[src/rtl/doodle_motion.sv]
// Purpose: player physics for Doodle Jump: frame tick, horizontal wrap, gravity/bounce, top clamp to scroll.
// Latency: all outputs are registered and change one clk after a frame_tick edge (frame_tick itself one clk after the divider wraps).
// Backpressure: none; inputs are sampled on update edges only and nothing upstream is stalled.
module doodle_motion #(
  parameter int SCR_W     = 400,
  parameter int SCR_H     = 700,
  parameter int X_W       = 10,
  parameter int Y_W       = 10,
  parameter int V_W       = 8,
  parameter int TICK_DIV  = 1,
  parameter int GRAVITY   = 1,
  parameter int JUMP_V    = 16,
  parameter int MAX_FALL  = 16,
  parameter int MOVE_STEP = 4,
  parameter int TOP_LIMIT = 200,
  parameter int START_X   = 200,
  parameter int START_Y   = 600
) (
  input  logic                  clk,
  input  logic                  reset,
  input  logic                  start,
  input  logic                  left,
  input  logic                  right,
  input  logic                  on_platform,
  output logic                  frame_tick,
  output logic [X_W-1:0]        pos_x,
  output logic [Y_W-1:0]        pos_y,
  output logic signed [V_W-1:0] vel_y,
  output logic                  jump,
  output logic [Y_W-1:0]        scroll_amt,
  output logic                  game_over
);

  typedef enum logic [1:0] {IDLE, PLAY, DEAD} state_t;

  localparam int CNT_W = (TICK_DIV > 1) ? $clog2(TICK_DIV) : 1;
  localparam int NY_W  = Y_W + 2;

  localparam logic [CNT_W-1:0]       CNT_LAST = CNT_W'(TICK_DIV - 1);
  localparam logic [X_W:0]           STEP_X   = (X_W+1)'(MOVE_STEP);
  localparam logic [X_W:0]           SCR_WX   = (X_W+1)'(SCR_W);
  localparam logic [X_W:0]           WRAP_L   = (X_W+1)'(SCR_W - MOVE_STEP);
  localparam logic signed [V_W:0]    GRAV_V   = (V_W+1)'(GRAVITY);
  localparam logic signed [V_W:0]    NEG_MAX  = (V_W+1)'(-MAX_FALL);
  localparam logic signed [V_W-1:0]  V_ZERO   = '0;
  localparam logic signed [V_W-1:0]  JUMP_VV  = V_W'(JUMP_V);
  localparam logic signed [NY_W-1:0] TOP_S    = NY_W'(TOP_LIMIT);
  localparam logic signed [NY_W-1:0] BOT_S    = NY_W'(SCR_H);
  localparam logic [Y_W-1:0]         TOP_Y    = Y_W'(TOP_LIMIT);

  state_t                  state_q, state_d;
  logic [CNT_W-1:0]        tick_cnt;
  logic [X_W-1:0]          x_d;
  logic [Y_W-1:0]          y_d;
  logic signed [V_W-1:0]   v_d;
  logic                    jump_d;
  logic [Y_W-1:0]          scroll_d;

  // Arithmetic shared by the next-state logic; widened so wrap and
  // clamp comparisons never overflow.
  logic [X_W:0]            x_ext, x_plus;
  logic signed [NY_W-1:0]  ny;
  logic signed [V_W:0]     nv_raw;
  logic signed [V_W-1:0]   nv;

  assign x_ext     = {1'b0, pos_x};
  assign x_plus    = x_ext + STEP_X;
  assign ny        = $signed({2'b00, pos_y}) - $signed({{(NY_W-V_W){vel_y[V_W-1]}}, vel_y});
  assign nv_raw    = $signed({vel_y[V_W-1], vel_y}) - GRAV_V;
  assign nv        = (nv_raw < NEG_MAX) ? V_W'(NEG_MAX) : V_W'(nv_raw);
  assign game_over = (state_q == DEAD);

  // Frame divider: frame_tick is high for the cycle after the counter's last value.
  always_ff @(posedge clk) begin
    if (reset) begin
      tick_cnt   <= '0;
      frame_tick <= 1'b0;
    end else if (tick_cnt == CNT_LAST) begin
      tick_cnt   <= '0;
      frame_tick <= 1'b1;
    end else begin
      tick_cnt   <= tick_cnt + 1'b1;
      frame_tick <= 1'b0;
    end
  end

  // Next-state and physics: only an edge with frame_tick high moves anything.
  always_comb begin
    state_d  = state_q;
    x_d      = pos_x;
    y_d      = pos_y;
    v_d      = vel_y;
    jump_d   = 1'b0;
    scroll_d = scroll_amt;
    if (frame_tick) begin
      case (state_q)
        IDLE: begin
          if (start) state_d = PLAY;
        end
        PLAY: begin
          if (left && !right)
            x_d = (x_ext < STEP_X) ? X_W'(x_ext + WRAP_L) : X_W'(x_ext - STEP_X);
          else if (right && !left)
            x_d = (x_plus >= SCR_WX) ? X_W'(x_plus - SCR_WX) : X_W'(x_plus);

          // Landing only counts while not rising; rising through a platform is ignored.
          if (on_platform && (vel_y <= V_ZERO)) begin
            v_d      = JUMP_VV;
            jump_d   = 1'b1;
            scroll_d = '0;
          end else if (ny < TOP_S) begin
            y_d      = TOP_Y;
            v_d      = nv;
            scroll_d = Y_W'(TOP_S - ny);
          end else if (ny >= BOT_S) begin
            // Fell off the bottom: keep the last on-screen position and velocity.
            state_d  = DEAD;
            scroll_d = '0;
          end else begin
            y_d      = Y_W'(ny);
            v_d      = nv;
            scroll_d = '0;
          end
        end
        default: ;
      endcase
    end
  end

  // State and output registers.
  always_ff @(posedge clk) begin
    if (reset) begin
      state_q    <= IDLE;
      pos_x      <= X_W'(START_X);
      pos_y      <= Y_W'(START_Y);
      vel_y      <= '0;
      jump       <= 1'b0;
      scroll_amt <= '0;
    end else begin
      state_q    <= state_d;
      pos_x      <= x_d;
      pos_y      <= y_d;
      vel_y      <= v_d;
      jump       <= jump_d;
      scroll_amt <= scroll_d;
    end
  end

endmodule

[config.mk]
export PLATFORM = sky130hd
export DESIGN_NAME = doodle_motion
export DESIGN_NICKNAME = d
export VERILOG_FILES = /design/src/rtl/doodle_motion.sv
export SDC_FILE = /design/constraint.sdc
export NUM_CORES = 1
export LEC_CHECK = 0
export CAP_MARGIN = 20
export CORE_UTILIZATION = 57
export CTS_BUF_LIST = sky130_fd_sc_hd__clkbuf_2
export DETAILED_ROUTE_END_ITERATION = 12
export PLACE_DENSITY = 0.8
export SLEW_MARGIN = 20
export SYNTH_ARGS = -nofsm -noshare
export SYNTH_HDL_FRONTEND = slang
export SYNTH_SLANG_ARGS = --single-unit
[constraint.sdc]
create_clock -name clk -period 4.1 [get_ports clk]
set_clock_uncertainty 0.2 [all_clocks]
set_input_delay 0.82 -clock clk [delete_from_list [all_inputs] [get_ports clk]]
set_output_delay 0.82 -clock clk [all_outputs]
set_load 0.03 [all_outputs]
==> impl_metrics.ini <==
[status]
status = finished clean

[critical_path]
end_kind = register
cp_data_required_time_ps = 4220
arrival_ps = 3830
path_max_fanout = 13
start_kind = register
crit_type = reg2reg

[clock_network]
cts_sinks = 41
numCtsBuffers = 5
cts_root_buffer = clkbuf_2
cts.path.max_buffers = 2
ctsHoldBuffers = 0
ctsResizeCount = 0
htree_levels = 2
post_cts_buffers = 0
cts_tree = yes
clk_latency_ps = 420
cts.clk_slew.worst_paths_ps = 210

[global_routing]
track_usage_pct = 28.07
grt_overflow = 0
antenna_found_initial = 0
grt_pass1_vias = 2987
grt_pass1_wl_um = 13880
grt_max_degree = 19

[floorplan]
core_area_mm2 = 0.005574
row_count = 27
die_area_mm2 = 0.006160
die-width_um = 78.49
start_util_pct = 59.82
die_y_um = 78.49
ioPinCount = 47

[logic_synthesis]
synth_ff_type = dfxtp_1
postSynth.asyncResetShare_pct = 0
synth-edff-count = 0
syn_inst = 407
synth_area_leader_cell = dfxtp_1
ys_top_cells_by_area = dfxtp_1 (25%), ha_1 (7.1%), xnor2_1 (4.5%)
avgSynthCellArea_um2 = 8.193
ys_warn_count = 0
synth_top_area_share_pct = 24.62
ys_ff_latch = 41
synth.distinct_cells = 86
synth.cell_area_mm2 = 0.003334
ys_seq_area_share_pct = 24.62

[timing]
max_slew_margin_pct = 54.22
rsz0062_at_grt = false
fin_ws_ps = 391.1
fmax_mhz = 269.6
maxSlewViolCount = 0
min_period_ps = 3709
worst_pin_slew_ps = 684.2
finalSetupTns_ps = 0
finalHoldViolCount = 0
fin_crit_sh_pct = 90.46
finalSetupViolCount = 0

[placed_design]
dpl.hpwl_um = 6226
port_buffers = 44
dp_worst_setup_slack_ps = 445.9
place.gp.congestion = 0.9380

[route]
drt_wl_total_um = 8089
vias = 3163
firstDrtPassIters = 5
drc = 0
drt-initial-drc-count = 258
viasPerCell = 6.130
ant_nets = 0
wl_per_cell_um = 15.68

[job]
cap_violations = 0

[finish]
final_cell_mix = clkdlybuf4s50_1 (44), dfxtp_1 (41), nor2_1 (36), nand2_1 (27), inv_1 (26)
fillers = 468
nets = 469
diodes = 0
area_growth_pct = 15.01
drive_gt1_share_pct = 11.49
final_util_pct = 68.80
mostFrequentLayoutCell = clkdlybuf4s50_1

[power]
power.leakage_nw = 1.362
ir_drop_mv = 0.1583
cellPowerDensity_mw_per_mm2 = 215.5

[hold_path]
hp-class = reg2reg
-- synthesized netlist by cell type (6+ instances only) --
master / number
a22o_1: 8
inv_1: 26
ha_1: 19
nor2_1: 36
a21oi_1: 16
nor3_1: 22
dfxtp_1: 41
nand2_1: 27
o21ai_0: 15
or3_1: 6
nand2b_1: 10
xor2_1: 8
nand3_1: 12
xnor2_1: 17
buf_4: 8
-- metal layers --
layer,up-vias,GRT usage [%],wire length (um)
met5,-,0,0
met2,118,46.58,3806
met4,0,10.19,166
met1,1479,36.22,3613
li1,1550,-,-
met3,16,5.000,502
-- metrics by stage --
step	power, W	instances	hold slack, ps	area [um2]
4_1_cts	0.0008283	516	207.6	3835
5_1_grt	0.0008627	516	221.4	3835
3_3_place_gp	0.0005850	508	172.0	3769
6_report	0.0008263	516	205.5	3835
3_5_place_dp	0.0005880	508	179.0	3769
2_1_floorplan	0.0005486	409	168.2	3342
-- kinds of logic after synthesis --
logic type	Yosys count	share of synthesized area, %
AO/OA/AOI/OAI	106	25.70
buffers and inverters	46	6.717
XOR/XNOR	25	6.567
other	1	0.1125
multiplexers	4	1.276
flip-flops	41	24.62
AND/OR/NAND/NOR	164	27.28
adder cells (fa/ha/maj)	20	7.730
-- path summary, 6_finish.rpt --
path	endpoint	startpoint	depth (start not counted)	slack (ps)
max	vel_y[0]	vel_y[7]	11	390
max reg2reg	vel_y[0]	vel_y[7]	11	390
min	frame_tick	tick_cnt	1	210
min reg2reg	frame_tick	tick_cnt	1	210
-- layout make-up --
| class | count | area [um2] | share of cell area, % |
|---|---|---|---|
| well taps | 72 | 90.09 | 2.349 |
| inverters | 26 | 97.59 | 2.545 |
| repair buffers | 47 | 462.9 | 12.07 |
| clock buffers | 5 | 25.02 | 0.6525 |
| multi-input cells | 322 | 2297 | 59.90 |
| flip-flops and latches | 41 | 820.8 | 21.40 |
| clock inverters | 3 | 41.29 | 1.077 |
-- power by group --
| part | total (W) | internal, W | switching [W] |
|---|---|---|---|
| clock network | 0.000243 | 0.000101 | 0.000143 |
| logic | 0.000173 | 0.0000670 | 0.000106 |
| registers | 0.000410 | 0.000404 | 0.00000614 |
| total | 0.000826 | 0.000572 | 0.000254 |
-- flip-flops by register name, summed over array words and instances (netlist names) --
name and count:
state_q 2, pos_y 10, jump 1, vel_y 8, scroll_amt 10, frame_tick 1
pos_x 8, tick_cnt 1
-- worst max-delay path: stages, from the launching register on --
cell and delay, ps:
dfxtp_1 670, inv_1 240, ha_1 510, nand4_1 240, o211ai_1 150, nor3b_2 280, o311ai_4 200, a211oi_2 300
a22oi_2 120, a31oi_4 270, nor2_1 110, mux2_1 330
No activity file was read; power rests on OpenSTA's default activity.
